## config.mk

```make
export PLATFORM = sky130hd
export DESIGN_NAME = flash_loader_top
export DESIGN_NICKNAME = d
export VERILOG_FILES = /design/src/rtl/flash_loader_top.sv
export SDC_FILE = /design/constraint.sdc
export NUM_CORES = 1
export LEC_CHECK = 0
export BUFFER_PORTS_ARGS = -buffer_cell sky130_fd_sc_hd__clkbuf_2
export CORE_ASPECT_RATIO = 0.7
export CORE_UTILIZATION = 43
export DETAILED_ROUTE_END_ITERATION = 10
export PLACE_DENSITY = 0.64
export SETUP_SLACK_MARGIN = 0.4
export SKIP_LAST_GASP = 1
export SYNTH_ARGS = -nofsm -noshare
export SYNTH_HDL_FRONTEND = slang
export SYNTH_SLANG_ARGS = --single-unit
```

## constraint.sdc

```tcl
create_clock -name sys_clk -period 2.62 [get_ports sys_clk]
set_input_delay 0.524 -clock sys_clk [delete_from_list [all_inputs] [get_ports sys_clk]]
set_output_delay 0.524 -clock sys_clk [all_outputs]
set_load 0.01 [all_outputs]
```

## src/rtl/flash_loader_top.sv

```systemverilog
// Boot-time loader: copies a block of SPI NOR flash (READ 0x03) into a small
// burst RAM, then cycles the loaded bytes onto the active-low board LEDs.
module flash_loader_top #(
  parameter int          RAM_DEPTH_BITWIDTH = 4,
  parameter logic [23:0] FLASH_ADDR         = 24'h000000,
  parameter int          STARTUP_DELAY      = 16,
  parameter int          DISPLAY_SHIFT      = 22
) (
  input  logic       sys_clk,
  input  logic       sys_rst_n,
  output logic [5:0] led,
  output logic       flash_clk,
  input  logic       flash_miso,
  output logic       flash_mosi,
  output logic       flash_cs
);

  localparam int          RAM_DEPTH = 2 ** RAM_DEPTH_BITWIDTH;
  localparam int          SW        = $clog2(STARTUP_DELAY + 1) + 1;
  localparam logic [31:0] CMD_WORD  = {8'h03, FLASH_ADDR};

  typedef enum logic [1:0] {STARTUP, CMD, READ, DONE} state_t;

  state_t                        r_state;
  logic [SW-1:0]                 r_cnt;
  logic                          r_phase;
  logic [4:0]                    r_bit;
  logic [31:0]                   r_shift;
  logic [2:0]                    r_rx_bit;
  logic [6:0]                    r_rx;
  logic [RAM_DEPTH_BITWIDTH-1:0] r_wr_idx;
  logic [RAM_DEPTH_BITWIDTH-1:0] r_disp_idx;
  logic [DISPLAY_SHIFT-1:0]      r_div;
  logic                          r_cs;
  logic                          r_sck;
  logic                          r_mosi;
  logic [5:0]                    r_led;
  logic [31:0]                   clock_cycle;
  logic [7:0]                    r_ram [0:RAM_DEPTH-1];

  logic [7:0] w_rx_byte;
  logic       w_ram_we;
  logic [7:0] w_rd_byte;

  // The byte completes on the edge that ends phase B of its eighth bit.
  assign w_rx_byte = {r_rx, flash_miso};
  assign w_ram_we  = (r_state == READ) && r_phase && (r_rx_bit == 3'd7);
  assign w_rd_byte = r_ram[r_disp_idx];

  assign led        = r_led;
  assign flash_clk  = r_sck;
  assign flash_mosi = r_mosi;
  assign flash_cs   = r_cs;

  always_ff @(posedge sys_clk or negedge sys_rst_n) begin
    if (!sys_rst_n) begin
      clock_cycle <= 32'd0;
    end else begin
      clock_cycle <= clock_cycle + 32'd1;
    end
  end

  // RAM is left out of reset so it maps onto plain memory.
  always_ff @(posedge sys_clk) begin
    if (w_ram_we) begin
      r_ram[r_wr_idx] <= w_rx_byte;
    end
  end

  always_ff @(posedge sys_clk or negedge sys_rst_n) begin
    if (!sys_rst_n) begin
      r_state    <= STARTUP;
      r_cnt      <= '0;
      r_phase    <= 1'b0;
      r_bit      <= 5'd0;
      r_shift    <= 32'd0;
      r_rx_bit   <= 3'd0;
      r_rx       <= 7'd0;
      r_wr_idx   <= '0;
      r_disp_idx <= '0;
      r_div      <= '0;
      r_cs       <= 1'b1;
      r_sck      <= 1'b0;
      r_mosi     <= 1'b0;
      r_led      <= 6'b111111;
    end else begin
      case (r_state)
        STARTUP: begin
          r_led <= 6'b111111;
          if (r_cnt == SW'(STARTUP_DELAY)) begin
            r_state  <= CMD;
            r_cs     <= 1'b0;
            r_sck    <= 1'b0;
            r_phase  <= 1'b0;
            r_bit    <= 5'd0;
            r_mosi   <= CMD_WORD[31];
            r_shift  <= {CMD_WORD[30:0], 1'b0};
          end else begin
            r_cnt <= r_cnt + SW'(1);
          end
        end

        CMD: begin
          r_led <= 6'b111111;
          if (!r_phase) begin
            r_sck   <= 1'b1;
            r_phase <= 1'b1;
          end else begin
            r_sck   <= 1'b0;
            r_phase <= 1'b0;
            // Move straight into data so the chip-select window has no gap.
            if (r_bit == 5'd31) begin
              r_state  <= READ;
              r_mosi   <= 1'b0;
              r_rx_bit <= 3'd0;
              r_wr_idx <= '0;
            end else begin
              r_bit   <= r_bit + 5'd1;
              r_mosi  <= r_shift[31];
              r_shift <= {r_shift[30:0], 1'b0};
            end
          end
        end

        READ: begin
          r_led  <= 6'b111111;
          r_mosi <= 1'b0;
          if (!r_phase) begin
            r_sck   <= 1'b1;
            r_phase <= 1'b1;
          end else begin
            r_sck    <= 1'b0;
            r_phase  <= 1'b0;
            r_rx     <= w_rx_byte[6:0];
            r_rx_bit <= r_rx_bit + 3'd1;
            if (r_rx_bit == 3'd7) begin
              r_wr_idx <= r_wr_idx + 1'b1;
              if (&r_wr_idx) begin
                r_state    <= DONE;
                r_cs       <= 1'b1;
                r_disp_idx <= '0;
                r_div      <= '0;
              end
            end
          end
        end

        DONE: begin
          r_div <= r_div + 1'b1;
          if (&r_div) begin
            r_disp_idx <= r_disp_idx + 1'b1;
          end
          r_led <= ~w_rd_byte[5:0];
        end

        default: r_state <= STARTUP;
      endcase
    end
  end

endmodule

```

* Word level (Yosys, flattened, before mapping)
Memories as Yosys holds them, arrays and structs flattened. Cells that the tools add are included.
Operators by class: $add $sub $neg 6, equal/unequal tests 14, muxes and demuxes 46, bitwise operators 2, reduce and logical (&&, ||, !) cells 24
Operator list (count):
- two-way mux 32 bit | 3
- two-way mux 22 bit | 3
- case mux 32 bit (2 select lines) | 1
- case mux 22 bit (2 select lines) | 1
- two-way mux 4 bit | 8
- adder 22 x 1 -> 22 bit (second input constant) | 1
- AND reduction 22 bit | 1
- case mux 4 bit (2 select lines) | 2
- AND reduction 4 bit | 4
- two-way mux 5 bit | 3
- AND reduction 5 bit | 3
- two-way mux 2 bit | 6
- inequality test 2 bit (second input constant) | 6
- case mux 6 bit (2 select lines) | 1
- case mux 5 bit (2 select lines) | 1
- nonzero test 2 bit | 5
- two-way mux 1 bit | 9
- two-way mux 3 bit | 3
- adder 4 x 1 -> 4 bit (second input constant) | 2
- AND reduction 7 bit | 1
- adder 6 x 1 -> 6 bit (second input constant) | 1
- == test 6 x 5 -> 1 bit (second input constant) | 1
- NOT 6 bit | 1
- case mux 2 bit (3 select lines) | 1
- 18 further kinds | 24
Word-level totals: bits in registers 94, bits in writable memories 128, input port bits 3, output and inout port bits 9, logic and storage cells 106, memories 1
Memory list:
- r_ram | depth 16, bits a word 8, rd ports 1, clocked after memory_dff 0, write ports 1, RTL line 39 | logic [7:0] r_ram [0:RAM_DEPTH-1];

* Logic depth before layout (Yosys ltp)
Gate-level depths: netlist of run 1.
word-level depth 5, gate-level depth with buffers 8, depth with buffers taken out 7

* Worst setup path before layout of run 1
No wires, ideal clock.
kind flip-flop to flip-flop, start register r_bit[0], end register r_bit[0], library setup time 0.125 ns, data arrival time 1.905 ns, data required time 2.495 ns, path slack 0.591 ns, cell stages (with the launch flop) 9, buffers on the path 1, clock period less this slack 2.029 ns, cells stage by stage dfrtp_1 -> ha_1 -> and3_1 -> ha_1 -> nor2b_1 -> a21oi_1 -> or2_2 -> buf_2 -> mux2_2
Between the ends: word-level cells in the longest chain between the ends 4, elaborated cells between the ends (all ways) 7, classes of those cells add/sub: 1; eq/ne: 2; mux: 3; reduce/logical: 1
RTL lines:
- from (decl) | RTL line 27 | logic [4:0] r_bit;
- from (signal assigned) | RTL line 118 | r_bit <= r_bit + 5'd1;
- adder 5 x 1 -> 5 bit | RTL line 118
- two-way mux 5 bit | RTL line 112 | if (r_bit == 5'd31) begin
- two-way mux 5 bit | RTL line 105 | if (!r_phase) begin
- case mux 5 bit (2 select lines) | RTL line 87 | case (r_state)
Parallel ways exist; a longest one is shown, timed or not. The select of a mux whose other input is x is not followed. A chain may end at the register's enable or synchronous reset.

* Final worst setup path of run 1
start register r_rx_bit[0], end register r_div[21]
Between the ends: word-level cells in the longest chain between the ends 3
RTL lines:
- from (decl) | RTL line 29 | logic [2:0] r_rx_bit;
- from (signal assigned) | RTL line 135 | r_rx_bit <= r_rx_bit + 3'd1;
- == test 3 bit | RTL line 136 | if (r_rx_bit == 3'd7) begin
- inequality test 2 x 1 -> 1 bit (no line)
- AND reduction 4 bit (no line)
- to (signal assigned) | RTL line 149 | r_div <= r_div + 1'b1;
- to (decl) | RTL line 33 | logic [DISPLAY_SHIFT-1:0] r_div;
Every way passes these cells.

==> impl_metrics.csv, run 1 <==
group,metric,value,unit
synthesis,yosys.cell_types.count,56,
power,power_switching,0.001019,W
final_layout,finish.instance_area,0.008169,mm2
synthesis,synth_edf_count,96,
final_layout,drive_above_1_share,23.06,%
synthesis,synth_xor_area_share,0.7365,%
floorplan,die_w,156.0,um
sta,worst_slew_pin_slew,0.7426,ns
critical_path,max_stage_delay,0.52,ns
critical_path,cpLargestDelayFamily,"simple AND/OR/NAND/NOR gates",
routing,drc,0,
synthesis,ys_seq_elements,163,
critical_path,cp.required,2.96,ns
critical_path,worst_setup_path_start_kind,"register",
sta,period_share,78.94,%
critical_path,critPathCaptureType,"register",
final_layout,fin_nets,549,
final_layout,layout-area-overhead-vs-synth,14.48,%
global_routing,antenna_found_initial,0,
sta,rsz0062_at_grt,"yes",
global_routing,gr-usage-all-layers,18.71,%
sta,min_period,2.068,ns
cts,post_cts.repair.setup_buffers,0,
routing,vias_per_cell,5.549,
floorplan,io_pins,12,
floorplan,num_rows,38,
cts,cts-root-buf,"clkbuf_16",
critical_path,cp_common_cell,"ha_1",
place,place.gp.congestion,0.7936,
power,p_comb_share,0.6,%
synthesis,synthAdderAreaFrac,2.981,%
synthesis,synthArstFlopShare,41.10,%
critical_path,path_buf_inv,1,
global_routing,grt_max_degree,39,
synthesis,netlist_instances,489,
sta,hold_viol,0,
run_status,outcome,"finished clean",
synthesis,synth_mux_area_share,11.57,%
cts,clkTransAtPathRegs,0.06,ns
sta,setup_tns,0,ns
final_layout,final_cell_mix,"edfxtp_1, dfrtp_1, nand2_1",
cts,postCtsHoldBufs,0,
power,clockPowerShare,45.5,%
sta,slew_headroom,50.04,%
global_routing,grt_pass1_wl,23400,um
synthesis,ys_seq_area_share,64.02,%
final_layout,layout_commonest_cell,"edfxtp_1",
routing,vias,4228,
critical_path,worstPathArrival,2.41,ns
critical_path,path_cells,"ha_1, ha_1, nand4_2, a2bb2oi_1, buf_4, or4_1, a21oi_1",
cts,cts_tree,"yes",
power,sw_frac_of_total,20.25,%
routing,wl_per_cell,18.77,um
power,seqPwrFrac,53.9,%
global_routing,grt_pass1_vias,4258,
cts,cts_buffers,17,
sta,fmax,483.5,MHz
place,detailed_place.area,0.007614,mm2
power,p_per_area,616.0,mW/mm2
critical_path,critPathMaxFanout,17,
synthesis,synth_fp_nets,509,
critical_path,slowest_stage,"or4_1",
routing,firstDrtPassIters,4,
synthesis,synth_compound_area_share,7.242,%
global_routing,grt_overflow,0,
worst_hold_path,hp-class,"in2async",
cts,clkSinkCount,163,
power,intPower,0.004013,W
synthesis,synth_top_family_by_area,"multiplexers",
floorplan,design.core.area,0.01583,mm2
floorplan,start_util,45.07,%
sta,maxSlewViolCount,0,
floorplan,dieArea,0.01712,mm2
sta,skew,0.01223,ns
synthesis,yosys_most_used_dff,"edfxtp_1",
cts,clockBufferDepth,2,
synthesis,synth_simple_gate_area_share,11.17,%
sta,setup_viol,0,
critical_path,path_class,"reg2reg",
place,place_hpwl,9463,um
cts,insertion_delay,0.42,ns
routing,ant_nets,0,
power,p_leak,2.856,nW
routing,drt_wl_total,14310,um
floorplan,chipHeight,109.8,um
final_layout,fillers,1349,
place,numPortBuffers,11,
cts,h-tree-depth,4,
synthesis,yosys_warnings,0,
job,maxCapViolations,0,
synthesis,syn_area_per_cell,14.59,um2
synthesis,syn_area,0.007136,mm2
routing,drtIter0Drc,291,
final_layout,diodes,0,
cts,cts_resized,0,
power,ir_drop,0.0003694,V
routing by layer:
metal | vias to the layer above | share of wire [%] | GRT usage (%)
met4 | 0 | 1.0 | 5.672
li1 | 1977 | - | -
met2 | 78 | 45 | 27.77
met3 | 17 | 5.1 | 4.927
met5 | - | 0 | 0
met1 | 2156 | 49 | 26.95
state kept, by name, indices dropped and copies added, names as in the netlist, 5 cells and up:
register and count:
r_shift 7, r_div 22, r_cnt 6, led 6, r_rx 5, r_ram 96, r_bit 5
area by class of cell:
type	count	area [um2]	share of cell area, %
Tap cell	220	275.3	3.370
Sequential cell	163	4568	55.92
Inverter	16	60.06	0.7352
Timing Repair Buffer	41	305.3	3.737
Clock buffer	18	429.2	5.253
Multi-Input combinational cell	290	2419	29.61
Clock inverter	14	112.6	1.378
stage by stage:
step	total power [W]	std cells	setup slack [ns]	util (%)	hold WS, ns
3_5_place_dp	0.002798	730	0.4189	48.09	0.4535
2_1_floorplan	0.002762	489	0.5908	-	0.2284
4_1_cts	0.005081	762	0.4200	51.51	0.1104
6_report	0.005032	762	0.5517	51.60	0.1013
3_3_place_gp	0.002797	730	0.5208	48.09	0.4585
5_1_grt	0.005188	762	0.3896	51.60	0.1223
worst register-to-register path: stages (launching register included):
cell and delay [ns]:
dfrtp_1 0.36, ha_1 0.16, ha_1 0.28, nand4_2 0.16, a2bb2oi_1 0.16, buf_4 0.20, or4_1 0.53, a21oi_1 0.16
cell usage after synthesis (2+ instances only):
| cell | count | area [um2] |
|---|---|---|
| edfxtp_1 | 96 | 2883 |
| dfrtp_1 | 60 | 1501 |
| nand2_1 | 38 | 142.6 |
| mux4_2 | 30 | 675.7 |
| a21oi_1 | 20 | 100.1 |
| nor2_1 | 18 | 67.56 |
| ha_1 | 17 | 212.7 |
| o21ai_0 | 15 | 75.07 |
| inv_1 | 14 | 52.55 |
| nand4_1 | 14 | 87.58 |
| nand3_1 | 13 | 65.06 |
| o31ai_1 | 13 | 97.59 |
| or4_1 | 10 | 75.07 |
| clkbuf_1 | 9 | 33.78 |
| nand2b_1 | 9 | 56.30 |
| and3_1 | 8 | 50.05 |
| mux2_2 | 8 | 90.09 |
| a22o_1 | 7 | 61.31 |
| buf_2 | 7 | 35.03 |
| dfstp_2 | 7 | 183.9 |
| mux2i_1 | 6 | 60.06 |
| nor2b_1 | 6 | 37.54 |
| nor3_1 | 6 | 30.03 |
| or3_1 | 6 | 37.54 |
| xnor2_1 | 5 | 43.79 |
| a31oi_1 | 4 | 25.02 |
| and4_1 | 4 | 35.03 |
| and2_1 | 3 | 18.77 |
| o2bb2ai_1 | 3 | 26.28 |
| a21bo_2 | 2 | 20.02 |
| a21boi_0 | 2 | 15.01 |
| buf_6 | 2 | 22.52 |
| clkinv_1 | 2 | 7.510 |
| nor4_1 | 2 | 12.51 |
| o22ai_1 | 2 | 12.51 |
logic make-up after synthesis:
group,Yosys count
mux,44
flops,163
compound gates,78
fa+ha+maj,17
simple gates,145
xor+xnor,6
buf+inv,36
path summary, 6_finish.rpt:
kind	to	cells past startpoint	slack, ns	from
hold / removal	r_div[16]	1	0.10	sys_rst_n
setup reg to reg	r_div[21]	7	0.55	r_rx_bit[0]
min in group sys_clk	r_cnt[5]	1	0.47	r_cnt[5]
max in group asynchronous	r_rx_bit[1]	3	1.75	sys_rst_n
hold reg to reg	r_cnt[5]	1	0.47	r_cnt[5]
setup / recovery	r_div[21]	7	0.55	r_rx_bit[0]
power by group through the flow:
stage / sequential (W) / combinational [W] / clock (W)
after floorplan: 0.00276 / 0.000000686 / 0
after global placement: 0.00276 / 0.0000334 / 0
after detailed placement: 0.00276 / 0.0000350 / 0
after CTS: 0.00271 / 0.0000350 / 0.00233
after global routing: 0.00271 / 0.0000375 / 0.00244
final: 0.00271 / 0.0000326 / 0.00229
Note: power is estimated with default switching activity, not from simulation.
==> inputs of run 2 (changes only) <==
--- a/config.mk
+++ b/config.mk
@@ -5,6 +5,7 @@
 export SDC_FILE = /design/constraint.sdc
 export NUM_CORES = 1
 export LEC_CHECK = 0
+export ABC_AREA = 1
 export BUFFER_PORTS_ARGS = -buffer_cell sky130_fd_sc_hd__clkbuf_2
 export CORE_ASPECT_RATIO = 0.7
 export CORE_UTILIZATION = 43
==> constraint.sdc (replaced) <==
create_clock -name sys_clk -period 2 [get_ports sys_clk]
set_input_delay 0.4 -clock sys_clk [delete_from_list [all_inputs] [get_ports sys_clk]]
set_output_delay 0.4 -clock sys_clk [all_outputs]
set_load 0.01 [all_outputs]
==> impl_metrics.csv, run 2 <==
group,metric,value,unit
final_layout,layout-area-overhead-vs-synth,27.48,%
place,placed_cells,1004,
synthesis,yosys_warnings,0,
cts,h-tree-depth,4,
final_layout,largest_register_ffs,96,
sta,skew,0.009394,ns
worst_hold_path,holdCritStartpoint,"flash_miso",
cts,insertion_delay,0.43,ns
synthesis,synth_edf_count,96,
routing,vias,5570,
sta,worst_slew_pin_slew,0.7867,ns
global_routing,gr-usage-all-layers,19.45,%
floorplan,design.core.area,0.01712,mm2
sta,rsz0062_at_grt,"yes",
floorplan,die_w,159.9,um
critical_path,path_buf_inv,3,
critical_path,worstPathArrival,1.87,ns
final_layout,layout_commonest_cell,"nand2_1",
critical_path,critPathMaxFanout,6,
global_routing,grt_overflow,0,
critical_path,path_class,"reg2reg",
sta,hold_viol,0,
synthesis,synth_area_leader_cell,"edfxtp_1",
synthesis,ys_top_cells_by_count,"nand2_1, nor2_1, edfxtp_1",
synthesis,synth_area_leaders,"edfxtp_1, dfrtp_1, nand2_1, nor2_1, o21ai_0",
final_layout,fillers,1416,
final_layout,final_cell_mix,"nand2_1, nor2_1, edfxtp_1",
cts,clkTransAtPathRegs,0.06,ns
synthesis,synthArstFlopShare,41.10,%
final_layout,regMostFlops,"r_ram",
cts,cts-root-buf,"clkbuf_16",
cts,clockBufferDepth,2,
critical_path,r2r-end,"r_ram[7][2]",
global_routing,grt_pass1_wl,26540,um
floorplan,start_util,43.86,%
floorplan,chipHeight,112.6,um
cts,cts_tree,"yes",
run_status,outcome,"finished, violations left",
worst_hold_path,hold_end,"r_rx[0]",
critical_path,r2r_cells,7,
place,place.gp.congestion,0.8415,
power,p_per_area,729.8,mW/mm2
global_routing,antenna_found_initial,0,
run_status,failed_checks,"design-rule violations",
sta,setup_viol,0,
synthesis,netlist_instances,771,
place,place_hpwl,10530,um
critical_path,worst_setup_path_start_kind,"register",
worst_hold_path,hp-class,"in2reg",
routing,vias_per_cell,5.157,
floorplan,dieArea,0.01800,mm2
global_routing,grt_max_degree,31,
synthesis,ys_seq_elements,163,
final_layout,finalNonFillerCells,1080,
routing,wl_per_cell,16.03,um
routing,firstDrtPassIters,8,
sta,period_share,86.02,%
sta,fmax,581.3,MHz
synthesis,synth_top_cell_area_share,38.40,%
critical_path,startpoint,"r_rx_bit[0]",
critical_path,max_stage_delay,0.35,ns
routing,drt_wl_total,17310,um
place,numPortBuffers,11,
synthesis,ys_seq_area_share,60.85,%
final_layout,drive_above_1_share,26.50,%
power,ir_drop,0.0006185,V
synthesis,syn_area_per_cell,9.737,um2
routing,drc,2,
sta,maxSlewViolCount,0,
synthesis,synth_most_common_cell,"nand2_1",
global_routing,grt_pass1_vias,5019,
sta,slew_headroom,47.55,%
critical_path,cp.required,2.15,ns
final_layout,diodes,0,
critical_path,cpLargestDelayFamily,"buffers and inverters",
synthesis,synth_fp_nets,791,
floorplan,io_pins,12,
critical_path,slowest_stage,"dfrtp_1",
routing,ant_nets,0,
cts,clkSinkCount,163,
sta,setup_tns,0,ns
final_layout,largestRegisters,"r_ram (96), r_div (22), r_shift (7)",
critical_path,reg2reg_slack,0.28,ns
power,p_leak,3.742,nW
critical_path,path_cells,"ha_2, ha_4, inv_4, nor2_8, clkinvlp_4, nor3_4, buf_12",
worst_hold_path,whs_path_depth,3,
sta,min_period,1.720,ns
job,maxCapViolations,0,
final_layout,fin_nets,856,
routing,drtIter0Drc,485,
floorplan,num_rows,40,
critical_path,critPathCaptureType,"register",
synthesis,yosys.cell_types.count,37,
cts,cts_buffers,17,
synthesis,syn_area,0.007507,mm2
critical_path,r2r-start,"r_rx_bit[0]",
synthesis,yosys_most_used_dff,"edfxtp_1",
run 2: cell types whose count changed in the layout (fill, tap and decap cells not counted), moves of 20 or more:
cell	previous run	this run
nor2_1	18	128
nand2_1	38	135
nand3_1	13	51
inv_1	14	47
mux4_2	30	0
o21ai_0	14	44
nor2_4	0	20
run 2: per-layer routing:
metal  track usage, %  vias to the layer above  wire (um)
li1                 -                     2706          -
met1            29.00                     2677       8308
met2            27.48                      170       7581
met3            4.176                       17       1225
met4            7.873                        0        193
met5                0                        -          0
run 2: metrics by stage:
step	hold slack, ns	total power, W	utilization [%]	setup WS [ns]	instance area [um2]
floorplan	0.1044	0.003608	-	0.3472	7585
global placement	0.4409	0.003657	46.45	0.2158	7950
detailed placement	0.4489	0.003657	46.45	0.1591	7950
CTS	0.4620	0.007034	52.33	0.2658	8957
global route	0.4998	0.007159	55.91	0.1992	9570
finish	0.4629	0.006984	55.91	0.2796	9570
run 2: what timing repair did:
item                                   4_1_cts  5_1_grt
hold buffers                                 1        0
buffers inserted                            20       18
resized for setup                           51      115
endpoints found under the hold margin       18        0
setup endpoints to repair                  144      148
cloned                                       1        4
pin swaps                                   15       35
run 2: final cells by class:
type / instances / area (um2) / share of cell area [%]
Clock inverter: 14 / 187.7 / 1.961
Inverter: 62 / 261.5 / 2.732
Sequential cell: 163 / 4571 / 47.76
Timing Repair Buffer: 73 / 742.0 / 7.753
Multi-Input combinational cell: 519 / 3090 / 32.29
Tap cell: 231 / 289.0 / 3.020
Clock buffer: 18 / 429.2 / 4.484
run 2: worst max-delay path by stage:
| stage | end | slack (ns) | cells past startpoint |
|---|---|---|---|
| after global placement | r_ram[0][2] | 0.22 | 6 |
| after floorplan | r_ram[11][0] | 0.35 | 7 |
| after global routing | r_ram[7][2] | 0.20 | 7 |
| final | r_ram[7][2] | 0.28 | 7 |
| after CTS | r_ram[11][3] | 0.27 | 7 |
| after detailed placement | r_ram[0][4] | 0.16 | 6 |
run 2: cells by family after synthesis:
family          share of synthesized area (%)
simple gates                            23.17
compound gates                          6.967
fa+ha+maj                               2.833
xor+xnor                               0.9334
buf+inv                                 5.250
flops                                   60.85
run 2: worst min-delay path, delay by kind of cell:
kind,cells,cell delay [ns]
buffers and inverters,1,0.27
AND/OR/NAND/NOR,2,0.19
run 2: power by group:
part / leakage (nW) / switching (W) / internal, W
Clock: 0.279 / 0.00132 / 0.00208
Sequential: 1.66 / 0 / 0.00354
Combinational: 1.80 / 0.0000352 / 0.0000129
Total: 3.74 / 0.00135 / 0.00563
==> inputs of run 3 (changes only) <==
--- a/config.mk
+++ b/config.mk
@@ -5,7 +5,6 @@
 export SDC_FILE = /design/constraint.sdc
 export NUM_CORES = 1
 export LEC_CHECK = 0
-export ABC_AREA = 1
 export BUFFER_PORTS_ARGS = -buffer_cell sky130_fd_sc_hd__clkbuf_2
 export CORE_ASPECT_RATIO = 0.7
 export CORE_UTILIZATION = 43
==> impl_metrics.csv, run 3 (synthesis gave the netlist of run 1 again) <==
group,metric,value,unit
cts,insertion_delay,0.42,ns
worst_hold_path,hp-class,"in2async",
critical_path,worstPathArrival,2.24,ns
sta,setup_tns,0,ns
floorplan,dieArea,0.01712,mm2
sta,fmax,529.1,MHz
sta,whs,-0.005908,ns
final_layout,diodes,0,
critical_path,r2r_cells,7,
global_routing,grt_pass1_vias,4658,
power,ir_drop,0.0004881,V
global_routing,antenna_found_initial,0,
global_routing,grt_pass1_wl,25540,um
critical_path,slowest_stage,"or4_1",
place,placed_cells,736,
routing,wl_per_cell,20.06,um
power,clockPowerShare,48.1,%
critical_path,path_cells,"inv_2, ha_4, nand4_4, buf_12, a2bb2oi_4, or4_1, a21oi_1",
final_layout,multi_input_area,0.002998,mm2
critical_path,cp.required,2.35,ns
critical_path,r2r-start,"r_state[0]",
place,numPortBuffers,11,
final_layout,largestRegisters,"r_ram (96), r_div (22), r_shift (7)",
sta,hold_viol,11,
floorplan,io_pins,12,
floorplan,start_util,45.07,%
sta,maxSlewViolCount,0,
place,dp_slack,0.005362,ns
power,seqPwrFrac,51.3,%
place,detailed_place.area,0.007816,mm2
final_layout,seqCellArea,0.004572,mm2
cts,h-tree-depth,4,
run_status,outcome,"finished, violations left",
routing,firstDrtPassIters,4,
power,power_switching,0.001375,W
final_layout,layout_commonest_cell,"edfxtp_1",
final_layout,fin_nets,601,
routing,ant_nets,0,
floorplan,die_w,156.0,um
routing,vias,4551,
critical_path,max_stage_delay,0.48,ns
routing,vias_per_cell,5.591,
cts,cts-root-buf,"clkbuf_16",
cts,cts_buffers,17,
critical_path,worst_setup_path_start_kind,"register",
place,place_hpwl,9507,um
critical_path,critPathCaptureType,"register",
cts,clkTransAtPathRegs,0.06,ns
critical_path,cpLargestDelayFamily,"simple AND/OR/NAND/NOR gates",
final_layout,fillers,1142,
sta,min_period,1.890,ns
run_status,failed_checks,"negative hold slack",
routing,drtIter0Drc,304,
power,sw_frac_of_total,19.87,%
critical_path,r2r-end,"r_div[5]",
power,intPower,0.005545,W
floorplan,num_rows,38,
floorplan,chipHeight,109.8,um
critical_path,path_buf_inv,2,
sta,rsz0062_at_grt,"yes",
final_layout,layout-area-overhead-vs-synth,31.95,%
cts,clkSinkCount,163,
sta,fin_ws,0.1099,ns
sta,worst_slew_pin_slew,0.6763,ns
routing,drt_wl_total,16330,um
final_layout,finish.instance_area,0.009415,mm2
job,maxCapViolations,0,
final_layout,regMostFlops,"r_ram",
global_routing,gr-usage-all-layers,20.45,%
final_layout,largest_register_ffs,96,
floorplan,design.core.area,0.01583,mm2
critical_path,path_class,"reg2reg",
cts,clockBufferDepth,2,
sta,period_share,94.50,%
sta,setup_viol,0,
final_layout,finalNonFillerCells,814,
critical_path,critPathMaxFanout,5,
sta,slew_headroom,54.91,%
final_layout,drive_above_1_share,42.59,%
power,p_per_area,734.9,mW/mm2
place,place.gp.congestion,0.7605,
routing,drc,0,
cts,cts_tree,"yes",
sta,skew,0.01130,ns
power,p_leak,3.281,nW
global_routing,grt_overflow,0,
final_layout,final_cell_mix,"edfxtp_1, dfrtp_1, buf_4",
global_routing,grt_max_degree,68,
critical_path,reg2reg_slack,0.11,ns
power,p_comb_share,0.6,%
==> run 3: cell count changes in the layout (fill, tap and decap cells not counted), sizes merged, moves of 30 or more <==
cell / previous run / this run
nor2: 152 / 18
nand2: 165 / 38
o21ai: 72 / 16
nand3: 64 / 14
inv: 61 / 16
mux4: 0 / 30
==> run 3: cell type report <==
cell class              count  share of cell area (%)
clock buffers              23                   5.993
clock inverters             9                  0.6113
inverters                  16                  0.6379
multi-input cells         292                   31.84
flip-flops and latches    163                   48.56
well taps                 220                   2.924
repair buffers             91                   9.435
==> run 3: worst max-delay path by stage <==
stage | depth (start not counted) | start | slack (ns) | to
floorplan | 8 | r_bit[1] | 0.19 | r_bit[0]
global placement | 5 | r_rx_bit[0] | 0.07 | r_ram[2][1]
detailed placement | 8 | r_state[0] | 0.005 | r_disp_idx[1]
CTS | 4 | r_disp_idx[0] | 0.17 | led[4]
global route | 6 | r_rx_bit[0] | 0.04 | r_div[20]
finish | 7 | r_state[0] | 0.11 | r_div[5]
==> run 3: metrics by stage <==
| step | hold WS [ns] | utilization (%) | total power, W |
|---|---|---|---|
| floorplan | 0.1044 | - | 0.003618 |
| global placement | 0.4510 | 49.37 | 0.003661 |
| detailed placement | 0.4561 | 49.37 | 0.003662 |
| CTS | 0.001632 | 56.92 | 0.006971 |
| global route | 0.008400 | 59.47 | 0.007131 |
| finish | -0.005908 | 59.47 | 0.006920 |
==> run 3: timing repair <==
item / in CTS / in global routing
gates resized for setup: 65 / 56
hold buffers: 0 / 0
endpoints found under the setup margin: 147 / 157
gates cloned: 3 / 2
setup buffers: 22 / 19
pin swaps: 27 / 24
==> run 3: power groups by stage <==
stage               Sequential (W)  Clock, W  Combinational [W]
floorplan                  0.00362         0        0.000000898
global placement           0.00362         0          0.0000415
detailed placement         0.00362         0          0.0000425
CTS                        0.00355   0.00338          0.0000425
global route               0.00355   0.00353          0.0000469
finish                     0.00355   0.00333          0.0000397
==> run 3: per-layer routing <==
metal	vias to the layer above	track usage, %	part of all wire [%]
li1	2096	-	-
met1	2372	29.21	46
met2	78	30.80	48
met3	5	6.149	4.9
met4	0	4.692	0.40
met5	-	0	0
